**config.mk**
```make
export PLATFORM = sky130hd
export DESIGN_NAME = psubsb_seq
export DESIGN_NICKNAME = d
export VERILOG_FILES = /design/src/rtl/psubsb_pkg.sv /design/src/rtl/psubsb_seq_nibble_sub_sat.sv /design/src/rtl/psubsb_seq.sv
export SDC_FILE = /design/constraint.sdc
export NUM_CORES = 1
export LEC_CHECK = 0
export CAP_MARGIN = 20
export CORE_ASPECT_RATIO = 0.6
export CORE_UTILIZATION = 55
export CTS_CLUSTER_SIZE = 20
export DETAILED_ROUTE_END_ITERATION = 16
export DONT_BUFFER_PORTS = 1
export GPL_ROUTABILITY_DRIVEN = 0
export PLACE_DENSITY = 0.74
export REMOVE_ABC_BUFFERS = 1
export SYNTH_ARGS = -nofsm -noshare
export SYNTH_HDL_FRONTEND = slang
export SYNTH_SLANG_ARGS = --single-unit
```
**constraint.sdc**
```tcl
create_clock -name clk -period 3.4 [get_ports clk]
set_input_delay 0.68 -clock clk [delete_from_list [all_inputs] [get_ports clk]]
set_output_delay 0.68 -clock clk [all_outputs]
set_load 0.01 [all_outputs]
```
**src/rtl/psubsb_pkg.sv**
```systemverilog
// Shared constants and FSM state encoding for the sequential saturating
// packed-nibble subtractor.
package psubsb_pkg;

    localparam int unsigned LANE_W    = 4;
    localparam int unsigned NUM_LANES = 4;

    typedef enum logic [1:0] {
        IDLE = 2'd0,
        RUN  = 2'd1,
        DONE = 2'd2
    } state_t;

    localparam logic [LANE_W-1:0] SAT_POS = 4'b0111;
    localparam logic [LANE_W-1:0] SAT_NEG = 4'b1000;

endpackage

```
**src/rtl/psubsb_seq_nibble_sub_sat.sv**
```systemverilog
// One signed lane of a - b with saturation to the lane's signed range.
module nibble_sub_sat
    import psubsb_pkg::*;
(
    input  logic [LANE_W-1:0] a,
    input  logic [LANE_W-1:0] b,
    output logic [LANE_W-1:0] d,
    output logic              ovf
);

    logic [LANE_W:0] diff_wide;

    always_comb begin
        diff_wide = {a[LANE_W-1], a} - {b[LANE_W-1], b};
        // Sign-extended result disagreeing with its truncated sign is exactly
        // the "operand signs differ and result sign flipped" overflow case.
        ovf = diff_wide[LANE_W] != diff_wide[LANE_W-1];
        d   = ovf ? (a[LANE_W-1] ? SAT_NEG : SAT_POS) : diff_wide[LANE_W-1:0];
    end

endmodule

```
**src/rtl/psubsb_seq.sv**
```systemverilog
// Sequential packed saturating subtract, one lane per cycle.
// Optional per-lane saturation flags via macro PSUBSB_SAT_FLAGS_EN.
module psubsb_seq #(
    parameter int unsigned LANE_W    = psubsb_pkg::LANE_W,
    parameter int unsigned NUM_LANES = psubsb_pkg::NUM_LANES
) (
    input  logic                        clk,
    input  logic                        rst_n,
    input  logic                        start,
    input  logic [LANE_W*NUM_LANES-1:0] A,
    input  logic [LANE_W*NUM_LANES-1:0] B,
    output logic                        busy,
    output logic                        done,
    output logic [LANE_W*NUM_LANES-1:0] Diff
`ifdef PSUBSB_SAT_FLAGS_EN
    ,
    output logic [NUM_LANES-1:0]        sat
`endif
);

    import psubsb_pkg::*;

    localparam int unsigned OP_W  = LANE_W * NUM_LANES;
    localparam int unsigned IDX_W = (NUM_LANES > 1) ? $clog2(NUM_LANES) : 1;

    state_t            state_q, state_d;
    logic [IDX_W-1:0]  idx;
    logic [OP_W-1:0]   a_q, b_q;
    logic [OP_W-1:0]   acc, acc_next;
    logic [LANE_W-1:0] lane_a, lane_b, lane_d;
    logic              lane_ovf;
    logic              accept;
    logic              last_lane;

    assign lane_a    = a_q[idx*LANE_W +: LANE_W];
    assign lane_b    = b_q[idx*LANE_W +: LANE_W];
    assign last_lane = (idx == IDX_W'(NUM_LANES - 1));

    nibble_sub_sat u_lane (
        .a   (lane_a),
        .b   (lane_b),
        .d   (lane_d),
        .ovf (lane_ovf)
    );

    always_comb begin
        state_d  = state_q;
        accept   = 1'b0;
        acc_next = acc;
        acc_next[idx*LANE_W +: LANE_W] = lane_d;
        case (state_q)
            IDLE, DONE: begin
                if (start) begin
                    accept  = 1'b1;
                    state_d = RUN;
                end else begin
                    state_d = IDLE;
                end
            end
            RUN: begin
                if (last_lane) state_d = DONE;
            end
            default: state_d = IDLE;
        endcase
    end

    always_ff @(posedge clk or negedge rst_n) begin
        if (!rst_n) begin
            state_q <= IDLE;
            idx     <= '0;
            a_q     <= '0;
            b_q     <= '0;
            acc     <= '0;
            Diff    <= '0;
        end else begin
            state_q <= state_d;
            if (accept) begin
                a_q <= A;
                b_q <= B;
                idx <= '0;
            end else if (state_q == RUN) begin
                acc <= acc_next;
                idx <= idx + IDX_W'(1);
                // Publish the merged value so the final lane lands on the same edge.
                if (last_lane) Diff <= acc_next;
            end
        end
    end

`ifdef PSUBSB_SAT_FLAGS_EN
    logic [NUM_LANES-1:0] sat_acc, sat_acc_next;

    always_comb begin
        sat_acc_next      = sat_acc;
        sat_acc_next[idx] = lane_ovf;
    end

    always_ff @(posedge clk or negedge rst_n) begin
        if (!rst_n) begin
            sat_acc <= '0;
            sat     <= '0;
        end else if (!accept && state_q == RUN) begin
            sat_acc <= sat_acc_next;
            if (last_lane) sat <= sat_acc_next;
        end
    end
`else
    logic unused_ovf;
    assign unused_ovf = lane_ovf;
`endif

    assign busy = (state_q == RUN);
    assign done = (state_q == DONE);

endmodule

```
=== Yosys cells after proc, flatten, opt, wreduce, memory -nomap -nowiden ===
Index checks and enable logic that the tools add are counted.

* Logic and storage cells: 34
* Flip-flop bits (word level): 68
* Input port bits: 35
* Output and inout port bits: 18

* Mux-type cells: 10
* Equal/unequal tests: 5
* Shifts and indexed selects: 4
* Reduce and logical (&&, ||, !) cells: 5
* Add/sub/neg operators: 3
* Bitwise operators: 1

{| class="wikitable"
|+ Operators with widths
! kind !! count
|-
| $neg A4 Y34 || 1
|-
| $shift A4 B34 Y16 const A || 1
|-
| $shiftx A4 B34 Y16 || 1
|-
| $shiftx A16 B5 Y4 || 2
|-
| $bwmux W16 || 1
|-
| $mux W4 || 2
|-
| $mux W2 || 3
|-
| $sub A4 B4 Y5 || 1
|-
| $eq A2 B2 Y1 const B || 2
|-
| $pmux W2 S2 || 1
|-
| $mux W1 || 3
|-
| $reduce_and A3 Y1 || 1
|-
| $add A2 B1 Y2 const B || 1
|-
| $eq A2 B1 Y1 const B || 1
|-
| $logic_not A2 Y1 || 1
|-
| $ne A2 B1 Y1 const B || 1
|-
| $reduce_and A2 Y1 || 1
|-
| $reduce_bool A2 Y1 || 1
|-
| $reduce_or A2 Y1 || 1
|-
| $ne A1 B1 Y1 || 1
|-
| $not A1 Y1 || 1
|}

=== Depth between registers and ports, before layout ===
Gate-level depths: netlist (run 1).

* Depth in word-level cells: 6
* Mapped depth: 11
* Mapped depth without buffers: 9

=== Modules after synthesis ===
From an unflattened synthesis (run 1), not the netlist that was laid out.

* Cell total of the unflattened synthesis: 297
* Area total of the unflattened synthesis: 3027.9 um^2

{| class="wikitable"
|+ Modules (own cells, without submodules)
! module !! sequential area each (um^2) !! area each (um^2) !! times used !! cells an instance
|-
| psubsb_seq || 1601.5 || 2819.0 || 1 || 273
|-
| nibble_sub_sat || 0.0 || 209.0 || 1 || 24
|}

=== Worst setup path before layout (run 1) ===
OpenSTA, ideal clock, no wires.

* Path type: register to register
* Start: reg idx[0]
* End: reg Diff[4]
* Data arrival time: 2755 ps
* Slack: 567 ps
* Required time: 3322 ps
* Setup time: 78 ps
* Cell stages (with the launch flop): 10
* Period minus slack after synthesis: 2833 ps
* Cells stage by stage: dfrtp_1 -> buf_2 -> mux4_2 -> ha_1 -> fa_1 -> inv_1 -> a311oi_1 -> a2bb2oi_2 -> mux2_4 -> o21ai_1

* Longest elaborated chain between the ends: 6

{| class="wikitable"
|+ Ends and longest elaborated chain
! element !! RTL line !! source
|-
| from (decl) || psubsb_seq.sv:27 || <nowiki>logic [IDX_W-1:0] idx;</nowiki>
|-
| from (signal assigned) || psubsb_seq.sv:83 || <nowiki>idx <= idx + IDX_W'(1);</nowiki>
|-
| $shiftx A16 B5 Y4, on equally long branches || psubsb_seq.sv:35, psubsb_seq.sv:36 ||
|-
| $sub A4 B4 Y5 || psubsb_seq_nibble_sub_sat.sv:14 || <nowiki>diff_wide = {a[LANE_W-1], a} - {b[LANE_W-1], b};</nowiki>
|-
| $ne A1 B1 Y1 || psubsb_seq_nibble_sub_sat.sv:17 || <nowiki>ovf = diff_wide[LANE_W] != diff_wide[LANE_W-1];</nowiki>
|-
| $mux W4 || psubsb_seq_nibble_sub_sat.sv:18 || <nowiki>d = ovf ? (a[LANE_W-1] ? SAT_NEG : SAT_POS) : diff_wide[LANE_W-1:0];</nowiki>
|-
| $shiftx A4 B34 Y16 || psubsb_seq.sv:50 || <nowiki>acc_next[idx*LANE_W +: LANE_W] = lane_d;</nowiki>
|-
| $bwmux W16 || psubsb_seq.sv:50 ||
|-
| to (signal assigned) || psubsb_seq.sv:85 || <nowiki>if (last_lane) Diff <= acc_next;</nowiki>
|-
| to (decl) || psubsb_seq.sv:14 || <nowiki>output logic [LANE_W*NUM_LANES-1:0] Diff</nowiki>
|}

Parallel ways exist; a longest one is shown, timed or not.
A chain may end at the register's enable or synchronous reset.

=== Worst setup path in the final report (run 1) ===
* Start: reg idx[0]
* End: reg Diff[14]

Same word-level chain as after synthesis.

==> impl_metrics.env, run 1 <==
export IMPL_status="completed"
export IMPL_slowest_stage="dfrtp_1"
export IMPL_drv_cap=0
export IMPL_rsz0062_at_grt="false"
export IMPL_syn2layout_area_growth_pct=8.00
export IMPL_critPathKind="reg2reg"
export IMPL_crit_buf_inv=1
export IMPL_synth_top_area_share=0.520
export IMPL_synth_area_leaders="dfrtp_1, mux2_2, mux4_2"
export IMPL_synth_top_area_cell="dfrtp_1"
export IMPL_num_io_pins=53
export IMPL_crit_chain="mux4_1 > inv_1 > ha_1 > nor2b_1 > o32ai_1 > a2bb2oi_2 > mux2_4 > o21ai_1"
export IMPL_critPathMaxStageDelay_ns=0.72
export IMPL_drv_slew=0
export IMPL_async_reset_ff_frac=1.00
export IMPL_dieWidth_um=102
export IMPL_clock_latency_ns=0.35
export IMPL_cp_depth=8
export IMPL_synth_area_mm2=0.00327
export IMPL_r2r_start="idx[0]"
export IMPL_required_ns=3.67
export IMPL_post_dp_hpwl_um=4570
export IMPL_cts_resized=0
export IMPL_syn_instance_count=270
export IMPL_synth_distinct_cells=37
export IMPL_hold_viol_final=0
export IMPL_tightest_slew_ns=0.916
export IMPL_crit_arrival_ns=3.40
export IMPL_yosysMostFrequentCell="dfrtp_1"
export IMPL_grt_pass1_wl_um=10500
export IMPL_path_max_fanout=12
export IMPL_top_layer="met4"
export IMPL_wl_met2_um=2840
export IMPL_cts_sinks=68
export IMPL_cts_hold_buffers=0
export IMPL_die_h_um=61.7
export IMPL_reg2reg_depth=8
export IMPL_place_inst=341
export IMPL_r2r_end="Diff[14]"
export IMPL_grt_pass1_vias=1983
export IMPL_cp_top_family="multiplexers"
export IMPL_netlist_top_cells_count="dfrtp_1, mux2_2, nand2_1"
export IMPL_synth_seq_cells=68
export IMPL_port_buffers=0
export IMPL_track_usage=0.235
export IMPL_post_cts_buffers=0
export IMPL_num_vias=2095
export IMPL_grt_max_degree=69
export IMPL_cp_start_kind="flop"
export IMPL_core_area_mm2=0.00565
export IMPL_rrSetupSlack_ns=0.27
export IMPL_synth_seq_area_share=0.520
export IMPL_fin_skew_ns=0.00725
export IMPL_met3WireLength_um=579
export IMPL_start_util=0.579
export IMPL_drt_iter0_markers=91
export IMPL_drcViolationCount=0
export IMPL_htree_levels=3
export IMPL_syn_area_per_cell_um2=12.1
export IMPL_cts_made_buffers=9
export IMPL_cts_tree="built"
export IMPL_drive_gt1_frac=0.234
export IMPL_min_period_ns=3.13
export IMPL_cts_buffer_depth=2
export IMPL_ys_flop_type="dfrtp_1"
export IMPL_crit_start="idx[0]"
export IMPL_diodes=0
export IMPL_relSlewSlack=0.388
export IMPL_rows=21
export IMPL_wl_per_cell_um=18.7
export IMPL_setup_viol=0
export IMPL_end_kind="flop"
export IMPL_period_share=0.921
export IMPL_layout_cells_non_filler=358
export IMPL_hold_class="in2async"
export IMPL_drt_first_pass_iters=4
export IMPL_ant_nets=0
export IMPL_path_clk_slew_ns=0.08
export IMPL_synth_edf_count=0
export IMPL_setup_tns_ns=0
export IMPL_overflow=0
export IMPL_synth_warnings=0
export IMPL_cts_root_buf="clkbuf_8"
export IMPL_met1_length_um=3240
export IMPL_fmax_mhz=319
export IMPL_finalNetCount=319
export IMPL_dieArea_mm2=0.00627
export IMPL_hold_worst_slack_ns=0.0193
export IMPL_wl_um=6690
export IMPL_vias_per_cell=5.85
export IMPL_antenna_found_initial=0
## layer usage
metal  vias up  global-route usage
met2        66               0.320
li1        981                   -
met1      1042               0.338
met5         -                   0
met4         0              0.0663
met3         6               0.106
## how the worst max path moves through the flow
| stage | to | slack [ns] |
|---|---|---|
| after detailed placement | Diff[10] | 0.26 |
| final | Diff[14] | 0.27 |
| after global routing | acc[13] | 0.02 |
| after floorplan | Diff[4] | 0.55 |
| after CTS | Diff[14] | 0.24 |
| after global placement | Diff[13] | 0.38 |
## layout by cell type, fill, tap and decap left out, drive strengths merged, types with 2 or more instances in the layout
cell type  instances
inv               15
nor3b             16
a311oi             2
mux4               8
nor2               2
and2               2
a21o               2
dfrtp             68
a21oi             17
o31ai              8
buf                2
nand2b             3
o21ai             27
nand4              2
mux2              35
nor2b              4
nor4b              2
ha                10
nand2             26
clkinvlp           4
clkinv             2
clkbuf            10
## metrics by stage
stage	setup WS [ns]	area, um2	util
2_1_floorplan	0.545	3220	-
3_3_place_gp	0.375	3340	0.592
3_5_place_dp	0.260	3340	0.592
4_1_cts	0.236	3520	0.623
5_1_grt	0.0212	3530	0.625
6_report	0.270	3530	0.625
## final cells by class
type	instances	area, um2
clock inverters	6	40.0
fillers	434	2120
repair buffers	3	25.0
clock buffers	10	138
inverters	15	56.3
multi-input cells	176	1470
flip-flops and latches	68	1700
well taps	80	100
## worst register-to-register path, cell delays in order, from the launching register on
cell	delay (ns)
dfrtp_1	0.72
mux4_1	0.69
inv_1	0.08
ha_1	0.21
nor2b_1	0.16
o32ai_1	0.34
a2bb2oi_2	0.29
mux2_4	0.40
o21ai_1	0.15
## registers in the layout, summed over array words and instances (netlist names)
signal / flops
a_q: 16
state_q: 2
b_q: 16
Diff: 16
acc: 16
idx: 2
## kinds of logic after synthesis
| logic type | synth area share |
|---|---|
| buffers and inverters | 0.0321 |
| xor gates and xnor gates | 0.00268 |
| adders and majority gates | 0.0444 |
| DFF | 0.520 |
| AOI/OAI and AO/OA | 0.114 |
| and+or+nand+nor | 0.106 |
| muxes | 0.180 |
Power of run 1 is not shown: default switching activity piles up to over one toggle a cycle in this logic, so the estimate is an artifact.
==> run 2: changes to the inputs <==
--- a/config.mk
+++ b/config.mk
@@ -7,12 +7,12 @@
 export LEC_CHECK = 0
 export CAP_MARGIN = 20
 export CORE_ASPECT_RATIO = 0.6
-export CORE_UTILIZATION = 55
+export CORE_UTILIZATION = 45
+export CTS_BUF_LIST = sky130_fd_sc_hd__clkbuf_8
 export CTS_CLUSTER_SIZE = 20
 export DETAILED_ROUTE_END_ITERATION = 16
 export DONT_BUFFER_PORTS = 1
-export GPL_ROUTABILITY_DRIVEN = 0
-export PLACE_DENSITY = 0.74
+export PLACE_DENSITY = 0.64
 export REMOVE_ABC_BUFFERS = 1
 export SYNTH_ARGS = -nofsm -noshare
 export SYNTH_HDL_FRONTEND = slang
==> impl_metrics.env, run 2 (same netlist as run 1, synthesis figures left out) <==
export IMPL_crit_arrival_ns=3.27
export IMPL_vias_per_cell=5.63
export IMPL_drt_iter0_markers=134
export IMPL_drv_cap=0
export IMPL_tightest_slew_ns=0.963
export IMPL_clock_latency_ns=0.35
export IMPL_final_cell_mix="dfrtp_1, mux2_2, nand2_1"
export IMPL_cts_resized=0
export IMPL_cts_tree="built"
export IMPL_antenna_found_initial=0
export IMPL_drcViolationCount=1
export IMPL_setup_tns_ns=0
export IMPL_dieWidth_um=112
export IMPL_finalNetCount=321
export IMPL_drive_gt1_frac=0.230
export IMPL_syn2layout_area_growth_pct=8.68
export IMPL_htree_levels=3
export IMPL_ant_nets=0
export IMPL_min_period_ns=3.00
export IMPL_die_h_um=68.0
export IMPL_status="finished, violations left"
export IMPL_end_kind="flop"
export IMPL_setup_viol=0
export IMPL_cp_start_kind="flop"
export IMPL_gp_congestion=0.801
export IMPL_grt_max_degree=69
export IMPL_drv_slew=0
export IMPL_cts_hold_buffers=0
export IMPL_cts_sinks=68
export IMPL_overflow=0
export IMPL_hold_viol_final=0
export IMPL_port_buffers=0
export IMPL_grt_pass1_vias=2028
export IMPL_relSlewSlack=0.357
export IMPL_path_max_fanout=8
export IMPL_cts_made_buffers=9
export IMPL_drt_first_pass_iters=10
export IMPL_fmax_mhz=334
export IMPL_dieArea_mm2=0.00762
export IMPL_post_dp_hpwl_um=4680
export IMPL_diodes=0
export IMPL_post_route_worst_setup_slack_ns=0.402
export IMPL_wl_um=6980
export IMPL_track_usage=0.195
export IMPL_hold_class="in2async"
export IMPL_fin_skew_ns=0.00550
export IMPL_wl_per_cell_um=19.1
export IMPL_core_area_mm2=0.00685
export IMPL_num_io_pins=53
export IMPL_critPathKind="reg2reg"
export IMPL_violations="DRC"
export IMPL_grt_pass1_wl_um=10900
export IMPL_post_place_ws_ns=0.383
export IMPL_start_util=0.478
export IMPL_required_ns=3.67
export IMPL_cts_root_buf="clkbuf_8"
export IMPL_rsz0062_at_grt="false"
export IMPL_period_share=0.882
export IMPL_num_vias=2055
export IMPL_rows=23
export IMPL_cts_buffer_depth=2
export IMPL_post_cts_buffers=0
export IMPL_path_clk_slew_ns=0.07
export IMPL_final_common_cell="dfrtp_1"
run 2: area by class of cell:
type / count / area (um2)
Tap cell: 87 / 109
Multi-Input combinational cell: 176 / 1470
Clock buffer: 10 / 138
Inverter: 15 / 56.3
Clock inverter: 4 / 18.8
Timing Repair Buffer: 5 / 60.1
Sequential cell: 68 / 1700
Fill cell: 633 / 3290
run 2: final timing paths:
kind	from	endpoint	slack (ns)	cells after the start
max in group asynchronous	rst_n	a_q[14]	2.24	1
setup / recovery	idx[0]	Diff[10]	0.40	8
hold / removal	rst_n	Diff[10]	0.03	0
setup reg to reg	idx[0]	Diff[10]	0.40	8
hold reg to reg	acc[15]	acc[15]	0.47	2
min in group clk	acc[15]	acc[15]	0.47	2
run 2: critical path, stage by stage (launching register included):
cell	delay, ns
dfrtp_1	0.61
mux4_1	0.68
inv_1	0.09
ha_1	0.22
nor2b_1	0.16
o32ai_1	0.31
a2bb2oi_2	0.29
mux2_4	0.40
o21ai_1	0.16
run 2: metal layers:
| metal | global-route usage | routed length, um |
|---|---|---|
| met1 | 0.277 | 3540 |
| met2 | 0.259 | 2880 |
| met3 | 0.0779 | 502 |
| met4 | 0.0850 | 58 |
| met5 | 0 | 0 |
run 2: per-stage QoR:
| stage | hold slack (ns) | instances | util | area, um2 |
|---|---|---|---|---|
| 2_1_floorplan | 0.384 | 259 | - | 3220 |
| 3_3_place_gp | 0.386 | 349 | 0.491 | 3360 |
| 3_5_place_dp | 0.386 | 349 | 0.491 | 3360 |
| 4_1_cts | 0.00710 | 363 | 0.514 | 3520 |
| 5_1_grt | 0.00166 | 365 | 0.519 | 3550 |
| 6_report | 0.0252 | 365 | 0.519 | 3550 |
Power of run 2 is left out for the same reason.
